===== src/rtl/noise_ram_read_scheduler_pkg.sv =====
// Shared types and default sizes for the channel-sample RAM read scheduler.
// Imported by the scheduler, its valid pipe and its bus interface.
package noise_ram_read_scheduler_pkg;

  typedef enum logic [1:0] {
    S_IDLE  = 2'd0,
    S_ISSUE = 2'd1,
    S_DRAIN = 2'd2
  } state_e;

  typedef enum logic {
    OWN_DEMOD = 1'b0,
    OWN_SIGMA = 1'b1
  } owner_e;

  localparam int CODE_LEN    = 256;
  localparam int FRAMES      = 16;
  localparam int DATA_WIDTH  = 15;
  localparam int RAM_LATENCY = 2;

endpackage


===== src/rtl/noise_ram_read_scheduler_if.sv =====
// Reader handshakes and RAM port control of the read scheduler, plus FSM state for debug.
interface noise_ram_read_scheduler_if #(
  parameter int AW = 12
);
  import noise_ram_read_scheduler_pkg::*;

  // Requests are levels sampled only while the scheduler is idle; the granted reader gets a
  // one-cycle *_receive pulse, then valid_a/valid_b strobes mark RAM data meant for it alone.
  logic          demodulation_read_RAM;
  logic          RAM_read_receive;
  logic          demodulation_valid_a;
  logic          demodulation_valid_b;
  logic          sigma_read_RAM;
  logic          sigma_read_receive;
  logic          sigma_valid_a;
  logic          sigma_valid_b;
  logic          ena;
  logic          enb;
  logic [AW-1:0] addra;
  logic [AW-1:0] addrb;
  state_e        state_dbg;

  modport master (
    input  demodulation_read_RAM, sigma_read_RAM,
    output RAM_read_receive, demodulation_valid_a, demodulation_valid_b,
    output sigma_read_receive, sigma_valid_a, sigma_valid_b,
    output ena, enb, addra, addrb, state_dbg
  );

  modport slave (
    output demodulation_read_RAM, sigma_read_RAM,
    input  RAM_read_receive, demodulation_valid_a, demodulation_valid_b,
    input  sigma_read_receive, sigma_valid_a, sigma_valid_b,
    input  ena, enb, addra, addrb, state_dbg
  );

endinterface


===== src/rtl/noise_ram_read_scheduler_valid_pipe.sv =====
// RAM_Latency-deep delay line of {ena, enb}; its tap is steered to the current owner's valids.
module noise_ram_valid_pipe
  import noise_ram_read_scheduler_pkg::*;
#(
  parameter int RAM_Latency = 2
) (
  input  logic   clk,
  input  logic   rst,
  input  logic   ena,
  input  logic   enb,
  input  owner_e owner,
  output logic   demod_valid_a,
  output logic   demod_valid_b,
  output logic   sigma_valid_a,
  output logic   sigma_valid_b
);

  logic [1:0] pipe_q [RAM_Latency];
  logic [1:0] pipe_d [RAM_Latency];

  always_comb begin
    pipe_d[0] = {ena, enb};
    for (int i = 1; i < RAM_Latency; i++) pipe_d[i] = pipe_q[i-1];
  end

  always_ff @(posedge clk or negedge rst) begin
    if (!rst) begin
      for (int i = 0; i < RAM_Latency; i++) pipe_q[i] <= '0;
    end else begin
      pipe_q <= pipe_d;
    end
  end

  always_comb begin
    demod_valid_a = (owner == OWN_DEMOD) && pipe_q[RAM_Latency-1][1];
    demod_valid_b = (owner == OWN_DEMOD) && pipe_q[RAM_Latency-1][0];
    sigma_valid_a = (owner == OWN_SIGMA) && pipe_q[RAM_Latency-1][1];
    sigma_valid_b = (owner == OWN_SIGMA) && pipe_q[RAM_Latency-1][0];
  end

endmodule


===== src/rtl/noise_ram_read_scheduler.sv =====
// Arbitrates the demodulator and sigma estimator onto the dual-port sample RAM and sweeps
// one frame per grant (even words on port a, odd on port b) with a wrapping frame pointer.
module noise_ram_read_scheduler
  import noise_ram_read_scheduler_pkg::*;
#(
  parameter int CodeLen      = CODE_LEN,
  parameter int CodeLen_bits = 8,
  parameter int Frames       = FRAMES,
  parameter int Frame_bits   = 4,
  parameter int RAM_Latency  = RAM_LATENCY
) (
  input  logic                        clk,
  input  logic                        rst,
  noise_ram_read_scheduler_if.master  bus,
  output logic [Frame_bits-1:0]       frame_ptr,
  output logic                        busy
);

  localparam int                    AW         = CodeLen_bits + Frame_bits;
  localparam int                    KW         = CodeLen_bits - 1;
  localparam logic [KW-1:0]         K_LAST     = KW'(CodeLen / 2 - 1);
  localparam logic [2:0]            DRAIN_LAST = 3'(RAM_Latency);
  localparam logic [Frame_bits-1:0] FRAME_LAST = Frame_bits'(Frames - 1);

  state_e                state_q, state_d;
  owner_e                owner_q, owner_d;
  logic [KW-1:0]         k_q, k_d;
  logic [2:0]            drain_q, drain_d;
  logic [Frame_bits-1:0] frame_ptr_q, frame_ptr_d;
  logic                  ack_demod_q, ack_demod_d;
  logic                  ack_sigma_q, ack_sigma_d;
  logic                  en_q, en_d;
  logic [AW-1:0]         addra_q, addra_d;
  logic [AW-1:0]         addrb_q, addrb_d;

  logic                  grant_any;
  owner_e                grant_owner;
  logic [Frame_bits-1:0] frame_sel;

  // owner_q doubles as the last-grant record; resetting it to sigma lets the demodulator win the first tie.
  always_comb begin
    grant_any   = bus.demodulation_read_RAM || bus.sigma_read_RAM;
    grant_owner = OWN_DEMOD;
    if (bus.demodulation_read_RAM && bus.sigma_read_RAM)
      grant_owner = (owner_q == OWN_DEMOD) ? OWN_SIGMA : OWN_DEMOD;
    else if (bus.sigma_read_RAM)
      grant_owner = OWN_SIGMA;
  end

  // Sigma reads the frame the demodulator consumed most recently.
  always_comb begin
    frame_sel = frame_ptr_q;
    if (owner_q == OWN_SIGMA)
      frame_sel = (frame_ptr_q == '0) ? FRAME_LAST : frame_ptr_q - 1'b1;
  end

  always_ff @(posedge clk or negedge rst) begin
    if (!rst) state_q <= S_IDLE;
    else      state_q <= state_d;
  end

  always_comb begin
    state_d = state_q;
    case (state_q)
      S_IDLE:  if (grant_any) state_d = S_ISSUE;
      S_ISSUE: if (k_q == K_LAST) state_d = S_DRAIN;
      S_DRAIN: if (drain_q == DRAIN_LAST) state_d = S_IDLE;
      default: state_d = S_IDLE;
    endcase
  end

  // RAM controls are registered, so each output phase trails its state by one cycle;
  // DRAIN therefore spans RAM_Latency+1 states to give RAM_Latency disabled output cycles.
  always_comb begin
    owner_d     = owner_q;
    k_d         = k_q;
    drain_d     = drain_q;
    frame_ptr_d = frame_ptr_q;
    ack_demod_d = 1'b0;
    ack_sigma_d = 1'b0;
    en_d        = 1'b0;
    addra_d     = '0;
    addrb_d     = '0;
    case (state_q)
      S_IDLE: begin
        k_d     = '0;
        drain_d = '0;
        if (grant_any) begin
          owner_d     = grant_owner;
          ack_demod_d = (grant_owner == OWN_DEMOD);
          ack_sigma_d = (grant_owner == OWN_SIGMA);
        end
      end
      S_ISSUE: begin
        en_d    = 1'b1;
        addra_d = {frame_sel, k_q, 1'b0};
        addrb_d = {frame_sel, k_q, 1'b1};
        k_d     = k_q + KW'(1);
      end
      S_DRAIN: begin
        drain_d = drain_q + 3'd1;
        if (drain_q == DRAIN_LAST && owner_q == OWN_DEMOD)
          frame_ptr_d = (frame_ptr_q == FRAME_LAST) ? '0 : frame_ptr_q + 1'b1;
      end
      default: ;
    endcase
  end

  always_ff @(posedge clk or negedge rst) begin
    if (!rst) begin
      owner_q     <= OWN_SIGMA;
      k_q         <= '0;
      drain_q     <= '0;
      frame_ptr_q <= '0;
      ack_demod_q <= 1'b0;
      ack_sigma_q <= 1'b0;
      en_q        <= 1'b0;
      addra_q     <= '0;
      addrb_q     <= '0;
    end else begin
      owner_q     <= owner_d;
      k_q         <= k_d;
      drain_q     <= drain_d;
      frame_ptr_q <= frame_ptr_d;
      ack_demod_q <= ack_demod_d;
      ack_sigma_q <= ack_sigma_d;
      en_q        <= en_d;
      addra_q     <= addra_d;
      addrb_q     <= addrb_d;
    end
  end

  noise_ram_valid_pipe #(.RAM_Latency(RAM_Latency)) u_valid_pipe (
    .clk           (clk),
    .rst           (rst),
    .ena           (en_q),
    .enb           (en_q),
    .owner         (owner_q),
    .demod_valid_a (bus.demodulation_valid_a),
    .demod_valid_b (bus.demodulation_valid_b),
    .sigma_valid_a (bus.sigma_valid_a),
    .sigma_valid_b (bus.sigma_valid_b)
  );

  assign bus.RAM_read_receive   = ack_demod_q;
  assign bus.sigma_read_receive = ack_sigma_q;
  assign bus.ena                = en_q;
  assign bus.enb                = en_q;
  assign bus.addra              = addra_q;
  assign bus.addrb              = addrb_q;
  assign bus.state_dbg          = state_q;
  assign frame_ptr              = frame_ptr_q;
  assign busy                   = (state_q != S_IDLE);

endmodule


===== src/flat_wrapper.sv =====
// flat-port wrapper written by rule: the top's interface ports become plain ports
module noise_ram_read_scheduler_flat import noise_ram_read_scheduler_pkg::*;
#(
  parameter int CodeLen      = CODE_LEN,
  parameter int CodeLen_bits = 8,
  parameter int Frames       = FRAMES,
  parameter int Frame_bits   = 4,
  parameter int RAM_Latency  = RAM_LATENCY
)
  (clk, rst, frame_ptr, busy, bus_demodulation_read_RAM, bus_sigma_read_RAM, bus_RAM_read_receive, bus_demodulation_valid_a, bus_demodulation_valid_b, bus_sigma_read_receive, bus_sigma_valid_a, bus_sigma_valid_b, bus_ena, bus_enb, bus_addra, bus_addrb, bus_state_dbg);
  noise_ram_read_scheduler_if #(.AW(((8) + (4)))) bus_i ();
  input  logic clk;
  input  logic rst;
  output logic [Frame_bits-1:0] frame_ptr;
  output logic busy;
  input wire logic [$bits(bus_i.demodulation_read_RAM)-1:0] bus_demodulation_read_RAM;
  input wire logic [$bits(bus_i.sigma_read_RAM)-1:0] bus_sigma_read_RAM;
  output wire logic [$bits(bus_i.RAM_read_receive)-1:0] bus_RAM_read_receive;
  output wire logic [$bits(bus_i.demodulation_valid_a)-1:0] bus_demodulation_valid_a;
  output wire logic [$bits(bus_i.demodulation_valid_b)-1:0] bus_demodulation_valid_b;
  output wire logic [$bits(bus_i.sigma_read_receive)-1:0] bus_sigma_read_receive;
  output wire logic [$bits(bus_i.sigma_valid_a)-1:0] bus_sigma_valid_a;
  output wire logic [$bits(bus_i.sigma_valid_b)-1:0] bus_sigma_valid_b;
  output wire logic [$bits(bus_i.ena)-1:0] bus_ena;
  output wire logic [$bits(bus_i.enb)-1:0] bus_enb;
  output wire logic [$bits(bus_i.addra)-1:0] bus_addra;
  output wire logic [$bits(bus_i.addrb)-1:0] bus_addrb;
  output wire logic [$bits(bus_i.state_dbg)-1:0] bus_state_dbg;
  assign bus_i.demodulation_read_RAM = bus_demodulation_read_RAM;
  assign bus_i.sigma_read_RAM = bus_sigma_read_RAM;
  assign bus_RAM_read_receive = bus_i.RAM_read_receive;
  assign bus_demodulation_valid_a = bus_i.demodulation_valid_a;
  assign bus_demodulation_valid_b = bus_i.demodulation_valid_b;
  assign bus_sigma_read_receive = bus_i.sigma_read_receive;
  assign bus_sigma_valid_a = bus_i.sigma_valid_a;
  assign bus_sigma_valid_b = bus_i.sigma_valid_b;
  assign bus_ena = bus_i.ena;
  assign bus_enb = bus_i.enb;
  assign bus_addra = bus_i.addra;
  assign bus_addrb = bus_i.addrb;
  assign bus_state_dbg = bus_i.state_dbg;
  noise_ram_read_scheduler #(.CodeLen(CodeLen), .CodeLen_bits(CodeLen_bits), .Frames(Frames), .Frame_bits(Frame_bits), .RAM_Latency(RAM_Latency)) u_core (.clk(clk), .rst(rst), .bus(bus_i), .frame_ptr(frame_ptr), .busy(busy));
endmodule

===== config.mk =====
export PLATFORM = sky130hd
export DESIGN_NAME = noise_ram_read_scheduler_flat
export DESIGN_NICKNAME = d
export VERILOG_FILES = /design/src/rtl/noise_ram_read_scheduler_pkg.sv /design/src/rtl/noise_ram_read_scheduler_if.sv /design/src/rtl/noise_ram_read_scheduler_valid_pipe.sv /design/src/rtl/noise_ram_read_scheduler.sv /design/src/flat_wrapper.sv
export SDC_FILE = /design/constraint.sdc
export NUM_CORES = 1
export LEC_CHECK = 0
export CAP_MARGIN = 20
export CORE_AREA = 3 3 66 68
export DETAILED_ROUTE_END_ITERATION = 10
export DIE_AREA = 0 0 69 71
export PLACE_DENSITY = 0.71
export SLEW_MARGIN = 20
export SYNTH_ARGS = -nofsm -noshare
export SYNTH_HDL_FRONTEND = slang
export SYNTH_HIERARCHICAL = 1
export SYNTH_SLANG_ARGS = --single-unit

===== constraint.sdc =====
create_clock -name clk -period 1.53 [get_ports clk]
set_input_delay 0.459 -clock clk [delete_from_list [all_inputs] [get_ports clk]]
set_output_delay 0.459 -clock clk [all_outputs]
set_load 0.05 [all_outputs]

Word level (Yosys, flattened, before mapping)
Index checks and enable logic that the tools add are counted.
{"block": "word_totals", "latchBits": 0, "ram_bits": 0, "rom_bits": 0, "ff_bits": 46, "elab_cells": 60, "output_inout_bits": 39, "mem_count": 0}
{"block": "op_classes", "mul": 0, "n_reduce_logical": 15, "magnitude_cmp": 0, "n_bitwise": 2, "n_addsub": 4, "n_div": 0, "shift": 0, "eq_ne": 8, "n_mux": 19}
{"cell": "12-bit two-way mux", "count": 2}
{"cell": "7-bit case mux with 2 select lines", "count": 1}
{"cell": "4-bit two-way mux", "count": 3}
{"cell": "1-bit two-way mux", "count": 8}
{"cell": "7-bit by 1-bit adder with 7-bit output, second input constant", "count": 1}
{"cell": "7-bit equality test, second input constant", "count": 1}
{"cell": "1-bit logical AND", "count": 6}
{"cell": "2-bit two-way mux", "count": 3}
{"cell": "2-bit by 1-bit inequality test with 1-bit output, second input constant", "count": 3}
{"cell": "2-bit case mux with 3 select lines", "count": 1}
{"cell": "3-bit case mux with 2 select lines", "count": 1}
{"cell": "2-bit nonzero test", "count": 3}
{"cell": "4-bit by 1-bit adder with 4-bit output, second input constant", "count": 1}
{"cell": "4-bit equality test, second input constant", "count": 1}
{"cell": "4-bit logical NOT", "count": 1}
{"cell": "2-bit AND reduction", "count": 2}
{"cell": "4-bit by 1-bit subtractor with 4-bit output, second input constant", "count": 1}
{"cell": "3-bit by 1-bit adder with 3-bit output, second input constant", "count": 1}
{"cell": "3-bit by 2-bit equality test with 1-bit output, second input constant", "count": 1}
{"cell": "3-bit AND reduction", "count": 1}
{"cell": "2-bit by 1-bit equality test with 1-bit output, second input constant", "count": 1}
{"cell": "2-bit equality test, second input constant", "count": 1}
{"cell": "2-bit logical NOT", "count": 1}
{"cell": "1-bit NOT", "count": 2}
{"cell": "1-bit logical OR", "count": 1}

Depth between registers and ports, before layout
{"block": "logic_depth", "depth_word": 5, "ltp_mapped": 6}

Modules after synthesis
The synthesis kept the hierarchy.
{"module": "noise_ram_read_scheduler", "area_per_inst_um2": 1475.2, "instances": 1, "cells_each": 146}
{"module": "noise_ram_valid_pipe", "area_per_inst_um2": 125.1, "instances": 1, "cells_each": 8}

Worst setup path before layout
OpenSTA, ideal clock, no wires.
{"block": "synth_path", "path_type": "register to register", "from": "register u_core.frame_ptr_q[0], in the netlist u_core/frame_ptr[0]", "to": "register u_core.addra_q[11], in the netlist u_core/bus.addra[11]", "path_slack_ns": -0.200, "path_stages_with_launch": 7, "synth_period_minus_slack_ns": 1.730, "arrival_time_ns": 1.573, "n_path_buf": 1, "cell_sequence": "dfrtp_1 clkbuf_1 inv_1 ha_1 o21bai_1 a31oi_1 a211oi_1"}
{"block": "synth_via", "elab_chain_len": 4}
{"element": "from (decl)", "line": "noise_ram_read_scheduler.sv:29", "text": "logic [Frame_bits-1:0] frame_ptr_q, frame_ptr_d;"}
{"element": "from (signal assigned)", "line": "noise_ram_read_scheduler.sv:124", "text": "frame_ptr_q <= frame_ptr_d;"}
{"element": "4-bit by 1-bit subtractor with 4-bit output / 4-bit logical NOT (equally long branches)", "line": "noise_ram_read_scheduler.sv:54", "text": "frame_sel = (frame_ptr_q == '0) ? FRAME_LAST : frame_ptr_q - 1'b1;"}
{"element": "4-bit two-way mux *", "line": "noise_ram_read_scheduler.sv:54"}
{"element": "4-bit two-way mux *", "line": "noise_ram_read_scheduler.sv:53", "text": "if (owner_q == OWN_SIGMA)"}
{"element": "12-bit two-way mux *", "line": "noise_ram_read_scheduler.sv:84", "text": "case (state_q)"}
{"element": "named net u_core.addra_d[11]", "line": "noise_ram_read_scheduler.sv:33", "text": "logic [AW-1:0] addra_q, addra_d;"}
{"element": "to (signal assigned)", "line": "noise_ram_read_scheduler.sv:128", "text": "addra_q <= addra_d;"}
{"element": "to (decl)", "line": "noise_ram_read_scheduler.sv:33"}
Mark *: on every way through the listed nets, which the timed path passes. The rest lies on a longest branch.
A chain may end at the register's enable or synchronous reset.

Worst setup path in the final report
{"block": "layout_path", "from": "register u_core.drain_q[0]", "to": "register u_core.frame_ptr_q[0], in the netlist u_core/frame_ptr[0]"}
{"block": "layout_via", "elab_chain_len": 3}
{"element": "from (decl)", "line": "noise_ram_read_scheduler.sv:28", "text": "logic [2:0] drain_q, drain_d;"}
{"element": "from (signal assigned)", "line": "noise_ram_read_scheduler.sv:123", "text": "drain_q <= drain_d;"}
{"element": "3-bit by 2-bit equality test with 1-bit output", "line": "noise_ram_read_scheduler.sv:102", "text": "if (drain_q == DRAIN_LAST && owner_q == OWN_DEMOD)"}
{"element": "1-bit logical AND", "line": "noise_ram_read_scheduler.sv:102"}
{"element": "2-bit AND reduction (no source line)"}
No other way between the ends.

==> results_dict.tcl <==
set metrics [dict create \
    first_iter_violations 57 \
    yosysUniqueCellTypes 36 \
    timing.critical_path.from_type "flip-flop" \
    period_minus_slack_ns 1.655 \
    post-route-worst-setup-slack_ns -0.1254 \
    die_width_um 69 \
    total_clock_buffers_created_by_cts 5 \
    holdBufCountCts 0 \
    grt_first_pass_wirelength_um 5961 \
    drt.antenna.violating_nets 0 \
    total_power_after_layout_mw 3.825 \
    yosys.cell_count.top_type "dfrtp_1" \
    nNetsFinal 212 \
    cts_num_sinks 35 \
    diodes 0 \
    floorplan.io_pins 43 \
    sum_neg_setup_slack_ns -0.4359 \
    routed-via-count 1267 \
    outcome "finished with violations" \
    clock_power_share 0.184 \
    register_area_um2 880.8 \
    synth.top_cell.area_share 0.5317 \
    cts_max_level 2 \
    power.internal_mw 2.344 \
    flow.area_growth_from_synthesis_pct 61.92 \
    finalCoreUtilization 0.6621 \
    final.fill_count 295 \
    synth_area_per_cell_um2 10.39 \
    yosysWarnings 6 \
    grt.total_usage 0.1533 \
    clock_slew_at_the_register_clock_pins_of_the_worst_setup_and_hold_paths_ns 0.06 \
    static-leakage-power_nw 1.189 \
    combinationalPowerShare 0.465 \
    setup_viol 5 \
    dr.pass1.iters 4 \
    routed_wl_um 3571 \
    clock_latency_on_the_worst_skew_pair_ns 0.28 \
    ctsLongestPathBuffers 2 \
    drcViolationCount 0 \
    ys_seq_area_frac 0.5481 \
    path_max_fanout 3 \
    port_buffers 41 \
    design_area_um2 2591 \
    post_synth_most_frequent_cells "34 x dfrtp_1, 16 x nand2_1, 14 x buf_4, 11 x inv_1" \
    antenna_found_initial 0 \
    power.switching_mw 1.481 \
    grt_remaining_overflow 0 \
    switching_share 0.3871 \
    dpl_worst_slack_ns -0.1053 \
    die_y_um 71 \
    synth-edff-count 0 \
    setup.worst_path.end_class "flip-flop" \
    synthCells 154 \
    setup.worst_path.class "flip-flop to flip-flop" \
    netlist_area_um2 1600 \
    reg2reg_slack_ns -0.13 \
    synth_flop_cell "dfrtp_1" \
    synth_async_sr_flop_share 1.000 \
    slew_violations 0 \
    multiInputGateArea_um2 584.3 \
    timing.fmax_ghz 0.6041 \
    post_synth_main_area_contributors "dfrtp_1 53%, buf_4 6.6%, ha_1 3.9%" \
    power.sequential.fraction 0.352 \
    rsz0062_at_grt "yes" \
    detail_route.wl_per_cell_um 14.06 \
    worst_clock_skew_ns 0.003792 \
    cts_tree "yes" \
    initial_core_util 0.4089 \
    design.core.area_um2 3914 \
    via_per_inst 4.988 \
    placedInstanceArea_um2 2395 \
    weighted_congestion_reported_at_the_end_of_routability_driven_placement 0.8253 \
    pwr_density_cell_nw_per_um2 1476 \
    synthDominantAreaCellType "dfrtp_1" \
    failed_checks "setup timing" \
    rows 23 \
    detailed_place_hpwl_um 2715 \
    post-route-period-util 1.082 \
    syn-num-nets 163 \
    ys_ff_latch 35 \
    floorplan_die_area_um2 4899 \
    worst_ir_drop_vdd_mv 1.346 \
    critPathArrivalTime_ns 1.82 \
    grt_pass1_vias 1265 \
    critical_path_required_ns 1.70 \
    grt_start_max_net_pins 20 \
    hold_viol 0 \
    final_layout_size_suffix_gt1_frac 0.4020 \
    root_buffer "clkbuf_8" \
    cap_viol_max_count 0 \
    hold_path_class "flip-flop to flip-flop" \
]
## metrics by stage
stage | std cells | hold slack, ns
final | 254 | 0.3487
after global placement | 239 | 0.3317
after floorplan | 154 | 0.1634
after CTS | 249 | 0.3527
after global routing | 254 | 0.3506
after detailed placement | 239 | 0.3420
## power by group through the flow
| stage | clock network (mW) | registers [mW] | logic, mW |
|---|---|---|---|
| floorplan | 0 | 1.55 | 0.725 |
| global placement | 0 | 1.34 | 1.74 |
| detailed placement | 0 | 1.35 | 1.77 |
| CTS | 0.722 | 1.34 | 1.79 |
| global route | 0.770 | 1.37 | 1.85 |
| finish | 0.703 | 1.34 | 1.78 |
## per-layer routing
metal | GRT usage | part of all wire | up-vias
met5 | 0 | 0 | -
met3 | 0.04830 | 0.052 | 2
met1 | 0.1667 | 0.36 | 623
met2 | 0.2765 | 0.58 | 43
li1 | - | - | 599
met4 | 0.06291 | 0.0081 | 0
## state kept, by name, summed over array words and instances (netlist names)
signal	flops
u_core/drain_q	3
u_core/bus.addra	1
u_core/bus.sigma_read_receive	1
u_core/bus.RAM_read_receive	1
u_core/k_q	7
u_core/owner_q	1
u_core/bus.addrb	11
u_core/u_valid_pipe/pipe_q	2
u_core/u_valid_pipe/pipe_d	2
u_core/frame_ptr	4
u_core/bus.state_dbg	2
## worst max-delay path, cell delays in order (launching register included)
cell	delay, ns
dfrtp_1	0.38
inv_1	0.06
ha_2	0.17
or3b_4	0.39
or2_4	0.26
mux2_4	0.29
## cells in the final DEF, fill, tap and decap left out, types with 2 or more instances in the layout
| cell type | instances |
|---|---|
| o21ai_0 | 7 |
| or4_1 | 2 |
| clkbuf_8 | 7 |
| o31ai_1 | 2 |
| mux2i_1 | 3 |
| o22ai_1 | 2 |
| and2_4 | 2 |
| inv_2 | 2 |
| nor3_1 | 2 |
| nor2_1 | 6 |
| xnor2_1 | 2 |
| buf_12 | 35 |
| buf_6 | 4 |
| a31oi_1 | 3 |
| ha_1 | 4 |
| buf_4 | 17 |
| a21oi_1 | 7 |
| clkdlybuf4s50_1 | 3 |
| nand2b_1 | 3 |
| nand2_1 | 16 |
| nor2b_2 | 2 |
| and2_1 | 5 |
| dfrtp_1 | 31 |
| dfrtp_2 | 3 |
| nand3_1 | 4 |
| inv_1 | 10 |
## path summary, 6_finish.rpt
kind / start / end / depth (start not counted)
worst min-delay path: u_core/u_valid_pipe/pipe_d[0] / u_core/u_valid_pipe/pipe_q[0] / 0
worst max-delay path: u_core/drain_q[0] / u_core/frame_ptr[0] / 5
min in group asynchronous: rst / u_core/bus.addrb[0] / 2
max in group asynchronous: rst / u_core/owner_q / 2
worst max register to register: u_core/drain_q[0] / u_core/frame_ptr[0] / 5
worst min register to register: u_core/u_valid_pipe/pipe_d[0] / u_core/u_valid_pipe/pipe_q[0] / 0
## area by class of cell
type                       instances  share of cell area
multi-input combinational         89              0.2255
tap                               50             0.02414
timing repair buffer              60              0.3544
inverter                          12             0.01738
sequential                        35              0.3399
clock buffer                       8             0.03863
## cells by family after synthesis
logic type | Yosys count | synth area share
simple gates | 49 | 0.1595
mux | 4 | 0.02814
flops | 35 | 0.5481
fa+ha+maj | 5 | 0.03909
other cells | 1 | 0.002343
buf+inv | 30 | 0.1032
compound gates | 28 | 0.1087
xor+xnor | 2 | 0.01095
## repair_timing
action                                 in CTS  in global routing
resized for setup                           9                  4
buffers inserted                            2                  5
endpoints found under the hold margin       0                  0
setup endpoints to repair                   8                 11
pin swaps                                   1                  3
Note: power is estimated with default switching activity, not from simulation.
